File: config.mk
export PLATFORM = sky130hd
export DESIGN_NAME = stopwatch_ctrl
export DESIGN_NICKNAME = d
export VERILOG_FILES = /design/src/rtl/stopwatch_pkg.sv /design/src/rtl/edge_detect.sv /design/src/rtl/stopwatch_ctrl.sv
export SDC_FILE = /design/constraint.sdc
export NUM_CORES = 1
export LEC_CHECK = 0
export CORE_AREA = 2 2 42 44
export CTS_CLUSTER_SIZE = 24
export DETAILED_ROUTE_END_ITERATION = 10
export DIE_AREA = 0 0 44 46
export PLACE_DENSITY = 0.68
export SLEW_MARGIN = 25
export SYNTH_ARGS = -nofsm -noshare
export SYNTH_HDL_FRONTEND = slang
export SYNTH_HIERARCHICAL = 1
export SYNTH_SLANG_ARGS = --single-unit
File: constraint.sdc
create_clock -name clk -period 1.53 [get_ports clk]
set_input_delay 0.306 -clock clk [delete_from_list [all_inputs] [get_ports clk]]
set_output_delay 0.306 -clock clk [all_outputs]
set_load 0.02 [all_outputs]
File: src/rtl/stopwatch_pkg.sv
// Shared definitions for the stopwatch controller.
// Holds the FSM state encoding, which is also exported on the status port.
package stopwatch_pkg;

    typedef enum logic [1:0] {
        STOPPED = 2'd0,
        RUN     = 2'd1,
        PAUSED  = 2'd2,
        ADJUST  = 2'd3
    } state_e;

endpackage

File: src/rtl/edge_detect.sv
// Rising-edge pulse generator.
// Ports:
//   clk    - system clock
//   rst    - asynchronous active-low reset
//   lvl_i  - debounced input level
//   rise_o - high for the single cycle in which lvl_i is 1 and was 0 last cycle
module edge_detect (
    input  logic clk,
    input  logic rst,
    input  logic lvl_i,
    output logic rise_o
);

    logic prev_q;
    logic prev_d;

    always_comb begin
        prev_d = lvl_i;
    end

    always_ff @(posedge clk or negedge rst) begin
        if (!rst) begin
            prev_q <= 1'b0;
        end else begin
            prev_q <= prev_d;
        end
    end

    // Combinational so the controller can register its response with latency 1.
    assign rise_o = lvl_i & ~prev_q;

endmodule

File: src/rtl/stopwatch_ctrl.sv
// Stopwatch mode/sequencing controller.
// Turns debounced buttons/switches and tick enables into registered one-cycle
// counter commands and digit-blanking controls.
// Ports:
//   clk, rst                 - clock, asynchronous active-low reset
//   clr_btn, pause_btn       - debounced button levels (rising edge acts)
//   adj_sw, sel_sw           - adjust mode enable, 1 = minutes / 0 = seconds
//   cnt_tick, adj_tick       - 1 Hz count and 2 Hz adjust enables
//   blink_tick               - toggles the adjust blink phase
//   at_max                   - counter is at 59:59
//   inc_sec_carry, inc_sec_adj, inc_min, clear - one-cycle counter commands
//   blank_min, blank_sec     - display blanking
//   state                    - current FSM state
module stopwatch_ctrl
    import stopwatch_pkg::*;
#(
    parameter bit STOP_AT_MAX = 1'b1
) (
    input  logic       clk,
    input  logic       rst,
    input  logic       clr_btn,
    input  logic       pause_btn,
    input  logic       adj_sw,
    input  logic       sel_sw,
    input  logic       cnt_tick,
    input  logic       adj_tick,
    input  logic       blink_tick,
    input  logic       at_max,
    output logic       inc_sec_carry,
    output logic       inc_sec_adj,
    output logic       inc_min,
    output logic       clear,
    output logic       blank_min,
    output logic       blank_sec,
    output logic [1:0] state
);

    logic   clr_rise;
    logic   pause_rise;

    state_e state_q, state_d;
    state_e saved_q, saved_d;
    logic   blink_q, blink_d;
    logic   inc_sec_carry_q, inc_sec_carry_d;
    logic   inc_sec_adj_q, inc_sec_adj_d;
    logic   inc_min_q, inc_min_d;
    logic   clear_q, clear_d;
    logic   blank_min_q, blank_min_d;
    logic   blank_sec_q, blank_sec_d;

    edge_detect u_clr_edge (
        .clk    (clk),
        .rst    (rst),
        .lvl_i  (clr_btn),
        .rise_o (clr_rise)
    );

    edge_detect u_pause_edge (
        .clk    (clk),
        .rst    (rst),
        .lvl_i  (pause_btn),
        .rise_o (pause_rise)
    );

    always_comb begin
        state_d         = state_q;
        saved_d         = saved_q;
        blink_d         = blink_q;
        inc_sec_carry_d = 1'b0;
        inc_sec_adj_d   = 1'b0;
        inc_min_d       = 1'b0;
        clear_d         = 1'b0;

        if (clr_rise) begin
            clear_d = 1'b1;
            blink_d = 1'b0;
            if (adj_sw) begin
                state_d = ADJUST;
                saved_d = STOPPED;
            end else begin
                state_d = STOPPED;
            end
        end else if (state_q == ADJUST) begin
            // cnt_tick and pause_rise are dropped while adjusting.
            if (!adj_sw) begin
                state_d = saved_q;
            end else begin
                if (adj_tick) begin
                    if (sel_sw) begin
                        inc_min_d = 1'b1;
                    end else begin
                        inc_sec_adj_d = 1'b1;
                    end
                end
                if (blink_tick) begin
                    blink_d = ~blink_q;
                end
            end
        end else if (adj_sw) begin
            saved_d = state_q;
            state_d = ADJUST;
            blink_d = 1'b0;
        end else begin
            case (state_q)
                STOPPED: if (pause_rise) state_d = RUN;
                PAUSED:  if (pause_rise) state_d = RUN;
                RUN: begin
                    if (cnt_tick) begin
                        if (STOP_AT_MAX && at_max) begin
                            state_d = PAUSED;
                        end else begin
                            inc_sec_carry_d = 1'b1;
                        end
                    end
                    // A coincident tick is still honoured above.
                    if (pause_rise) state_d = PAUSED;
                end
                default: ;
            endcase
        end

        if (state_d != ADJUST) begin
            blink_d = 1'b0;
        end

        // Blanking follows the registered state and phase it is issued with.
        blank_min_d = (state_d == ADJUST) & sel_sw & blink_d;
        blank_sec_d = (state_d == ADJUST) & ~sel_sw & blink_d;
    end

    always_ff @(posedge clk or negedge rst) begin
        if (!rst) begin
            state_q         <= STOPPED;
            saved_q         <= STOPPED;
            blink_q         <= 1'b0;
            inc_sec_carry_q <= 1'b0;
            inc_sec_adj_q   <= 1'b0;
            inc_min_q       <= 1'b0;
            clear_q         <= 1'b0;
            blank_min_q     <= 1'b0;
            blank_sec_q     <= 1'b0;
        end else begin
            state_q         <= state_d;
            saved_q         <= saved_d;
            blink_q         <= blink_d;
            inc_sec_carry_q <= inc_sec_carry_d;
            inc_sec_adj_q   <= inc_sec_adj_d;
            inc_min_q       <= inc_min_d;
            clear_q         <= clear_d;
            blank_min_q     <= blank_min_d;
            blank_sec_q     <= blank_sec_d;
        end
    end

    assign inc_sec_carry = inc_sec_carry_q;
    assign inc_sec_adj   = inc_sec_adj_q;
    assign inc_min       = inc_min_q;
    assign clear         = clear_q;
    assign blank_min     = blank_min_q;
    assign blank_sec     = blank_sec_q;
    assign state         = state_q;

endmodule
Word-level counts from Yosys, hierarchy flattened --
Cells that the tools add are included.
Storage, ports and cells: register bits 13, output and inout port bits 8
Operators by class: equality and inequality tests 7, mux-type cells 36, bitwise logic cells 10, reductions and logical operators 3
Operators by type and width (number):
- $mux W2 | 12
- $mux W1 | 23
- $and A1 B1 Y1 | 6
- $eq A2 B2 Y1 const B | 3
- $ne A2 B2 Y1 const B | 3
- $not A1 Y1 | 4
- $pmux W2 S2 | 1
- $eq A2 B1 Y1 const B | 1
- $logic_not A2 Y1 | 1
- $reduce_and A2 Y1 | 1
- $reduce_or A2 Y1 | 1

Longest topological paths before layout --
depth in word-level cells 10, mapped depth 5

Cells and area by module --
The synthesis kept the hierarchy.
By module, submodules not included:
- stopwatch_ctrl | times used 1, cells an instance 44, area an instance 509.2 µm², sequential area each 275.3 µm²
- edge_detect | times used 2, cells an instance 2, area an instance 38.8 µm², sequential area each 25.0 µm²

Least setup slack after synthesis --
No wires, ideal clock.
path kind register to register, from reg state_q[0], in the netlist state[0], to reg blank_min_q, in the netlist blank_min, setup time 0.095 ns, arrival time 1.376 ns, data required time 1.435 ns, setup slack 0.059 ns, stages on the path, launching flop included 5, cells stage by stage dfrtp_1 > and2_4 > a221oi_2 > a41oi_2 > nor4b_2
Between the ends: longest elaborated chain between the ends 10, elaborated cells between the ends (all ways) 21
Ends and longest elaborated chain:
- from (decl) | RTL line stopwatch_ctrl.sv:41 | state_e state_q, state_d;
- from (signal assigned) | RTL line stopwatch_ctrl.sv:143 | state_q <= state_d;
- $mux W2 | RTL line stopwatch_ctrl.sv:109 | if (STOP_AT_MAX && at_max) begin
- $mux W2 | RTL line stopwatch_ctrl.sv:108 | if (cnt_tick) begin
- $mux W2 | RTL line stopwatch_ctrl.sv:116 | if (pause_rise) state_d = PAUSED;
- $pmux W2 S2 | RTL line stopwatch_ctrl.sv:104 | case (state_q)
- $mux W2 | RTL line stopwatch_ctrl.sv:99 | end else if (adj_sw) begin
- $mux W2 | RTL line stopwatch_ctrl.sv:83 | end else if (state_q == ADJUST) begin
- $mux W2 | RTL line stopwatch_ctrl.sv:74 | if (clr_rise) begin
- $eq A2 B2 Y1 or $ne A2 B2 Y1 (tied branches) | RTL line stopwatch_ctrl.sv:127, stopwatch_ctrl.sv:122
- $and A1 B1 Y1 or $mux W1 (tied branches) | RTL line stopwatch_ctrl.sv:127, stopwatch_ctrl.sv:122
- $and A1 B1 Y1 (*) | RTL line stopwatch_ctrl.sv:127 | blank_min_d = (state_d == ADJUST) & sel_sw & blink_d;
- net blank_min_d | RTL line stopwatch_ctrl.sv:48 | logic blank_min_q, blank_min_d;
- to (signal assigned) | RTL line stopwatch_ctrl.sv:150 | blank_min_q <= blank_min_d;
- to (decl) | RTL line stopwatch_ctrl.sv:48
The timed path passes the listed nets; every way through them passes the cells marked *. A chain may end at the register's enable or synchronous reset.

Worst setup path after layout --
from reg clear_q, in the netlist clear, to out clear
RTL lines:
- from (decl) | RTL line stopwatch_ctrl.sv:47 | logic clear_q, clear_d;
- from (signal assigned) | RTL line stopwatch_ctrl.sv:149 | clear_q <= clear_d;
- to (decl) | RTL line stopwatch_ctrl.sv:32 | output logic clear,
No word-level cell between the ends.

==> run summary <==
Post-route ant nets: 0
Area grow syn2layout: 56.5%
Skew-Pair Late Insertion Delay: 0.28 ns
Clk pin slew, worst setup/hold paths: 0.09 ns
Via density: 4.94
Setup TNS: 0 ns
Tmin final: 1.49 ns
RSZ-0062 raised after global routing: true
Ant. Diodes: 0
CTS tree: done
Core area: 1610 um^2
Worst setup EP type: output port
Crit-path leading delay family: buffers and inverters
Mapped Cells: 48
Overflow after GRT: 0
WP data arrival: 1.19 ns
Initial core utilization: 36.4%
Mean area per synthesized cell: 12.2 um^2
Post-placement cell count: 90
Share of layout cells above drive strength 1: 31.3%
Area fraction of the dominant cell type after synthesis: 55.4%
Number of global-route vias before repair: 448
Synth cell types: 25
GR peak layer: met2
CTS Buf Count: 3
Register area share after synthesis: 55.4%
Die W: 44 um
Initial antenna violation count: 0
Required time worst endpoint: 1.22 ns
Cell chain of the critical path: clkdlybuf4s50_1
Power Density: 952 nW/um^2
CTS Sinks: 13
Port bufs: 17
Die Area: 2020 um^2
Post-route DRC violation count: 0
Fin. Hold Viols: 0
Synth warnings: 6
GR Util met2: 23.2%
Most frequent cell after synthesis: dfrtp_1
Leakage dissipation: 0.503 nW
Root buf cell: clkbuf_4
Grt met1 use: 16.3%
Setup violators final: 0
Critical-path top delay cell: clkdlybuf4s50_1
Die H: 46 um
DRT iter0 DRCs: 5
Global-route wire length before repair: 1970 um
TritonRoute pass-1 iters: 4
Crit start category: flop
GR Layer Usage met3: 2.78%
Syn nets: 58
Synth top area cells: dfrtp_1 55%, nor2b_4 4.7%, mux2i_1 3.4%, a41oi_2 2.8%, a21oi_1 2.6%
Synthesized cell area: 587 um^2
Fin nets: 91
Crit-path max cell delay: 0.59 ns
Via count: 479
Main synth FF type: dfrtp_1
Peak VDD IR: 573 uV
Synthesized flop and latch total: 13
Worst-margin pin slew: 0.254 ns
Number of synthesized flops with an enable pin: 0
Standard-cell rows: 15
H-tree levels: 1
Total track usage: 14.0%
Largest net degree at the start of global routing: 14
Setup Skew: 0.00946 ns
CP Buf/Inv Count: 1
Finished Layout Cells: 97
Post-DR wirelength/cell: 13.0 um
Maximum root-to-sink buffer count: 2
Final GP Congestion: 0.700
Synth top cells by count: 13 x dfrtp_1, 3 x a21oi_1
Slew Limit Headroom: 82.6%
Max FO, Critical Path: 1
Period utilization: 97.7%
Max Freq: 669 MHz
Fin. max-slew vios: 0
Final WL: 1260 um
Worst Hold Class: in -> reg
WS Path Type: reg -> out
Area leader, netlist: dfrtp_1
Async set-reset flop share out of synthesis: 100%
Max-Cap Viols: 0
Post-DP HPWL: 908 um
Status: finished, final reports clean
IO Pins: 18
metrics by stage:
stage | hold slack, ns | util, % | total power, mW | instance area, um^2 | setup WS (ns)
after global routing | 0.267 | 56.9 | 0.921 | 918 | -0.0379
after CTS | 0.265 | 53.6 | 0.844 | 865 | 0.00801
after global placement | 0.525 | 52.2 | 0.629 | 842 | -0.306
after detailed placement | 0.521 | 52.2 | 0.631 | 842 | -0.360
final | 0.268 | 56.9 | 0.875 | 918 | 0.0354
after floorplan | 0.0104 | - | 0.526 | 587 | 0.0594
where the power goes:
| group | total (mW) | internal (mW) | switching (mW) |
|---|---|---|---|
| clock | 0.220 | 0.101 | 0.119 |
| combinational | 0.256 | 0.136 | 0.120 |
| sequential | 0.399 | 0.376 | 0.0226 |
cell families (layout without fill, tap and decap cells):
family | count (synthesis) | in the layout | share of synthesized area [%]
DFF | 13 | 13 | 55.4
and+or+nand+nor | 21 | 21 | 26.4
AOI/OAI and AO/OA | 9 | 9 | 12.8
muxes | 2 | 2 | 3.41
buffers and inverters | 3 | 35 | 1.92
final cells by class:
| type | count | area [um^2] |
|---|---|---|
| clock buffer | 4 | 26.3 |
| fill | 133 | 696 |
| inverter | 2 | 7.51 |
| multi-input combinational | 32 | 267 |
| sequential | 13 | 327 |
| tap | 17 | 21.3 |
| timing repair buffer | 29 | 270 |
metal layers:
layer | routed length [um] | up-vias
li1 | - | 235
met1 | 547 | 226
met3 | 76 | 2
met5 | 0 | -
met2 | 624 | 16
met4 | 14 | 0
path summary, 6_finish.rpt:
check / start / end / slack, ns / depth (start not counted)
worst max register to register: state[1] / blank_min / 0.04 / 4
min in group asynchronous: rst / inc_sec_carry / 0.32 / 2
worst max-delay path: clear / clear / 0.04 / 1
max in group asynchronous: rst / state[0] / 1.04 / 2
worst min-delay path: pause_btn / u_pause_edge/prev_q / 0.27 / 1
worst min register to register: saved_q[0] / saved_q[0] / 0.57 / 2
layout by cell type (no fill, tap or decap), types with 2 or more instances in the layout:
master,Yosys,final
nor2b_4,2,2
nand2b_1,2,2
dfrtp_1,13,12
buf_4,0,12
dlygate4sd2_1,0,2
a21oi_1,3,3
or2b_1,2,2
nor4_1,2,2
clkdlybuf4s50_1,0,9
nor2b_1,2,2
nor2_1,2,2
inv_1,2,2
dlymetal6s2s_1,0,5
mux2i_1,2,2
clkbuf_4,0,3
what timing repair did:
action | 4_1_cts | 5_1_grt
pin swaps | 3 | 2
hold buffers | 0 | 0
gates resized for setup | 3 | 9
setup buffers | 0 | 3
setup endpoints to repair | 5 | 8
cloned | 0 | 0
No activity file was read; power rests on OpenSTA's default activity.
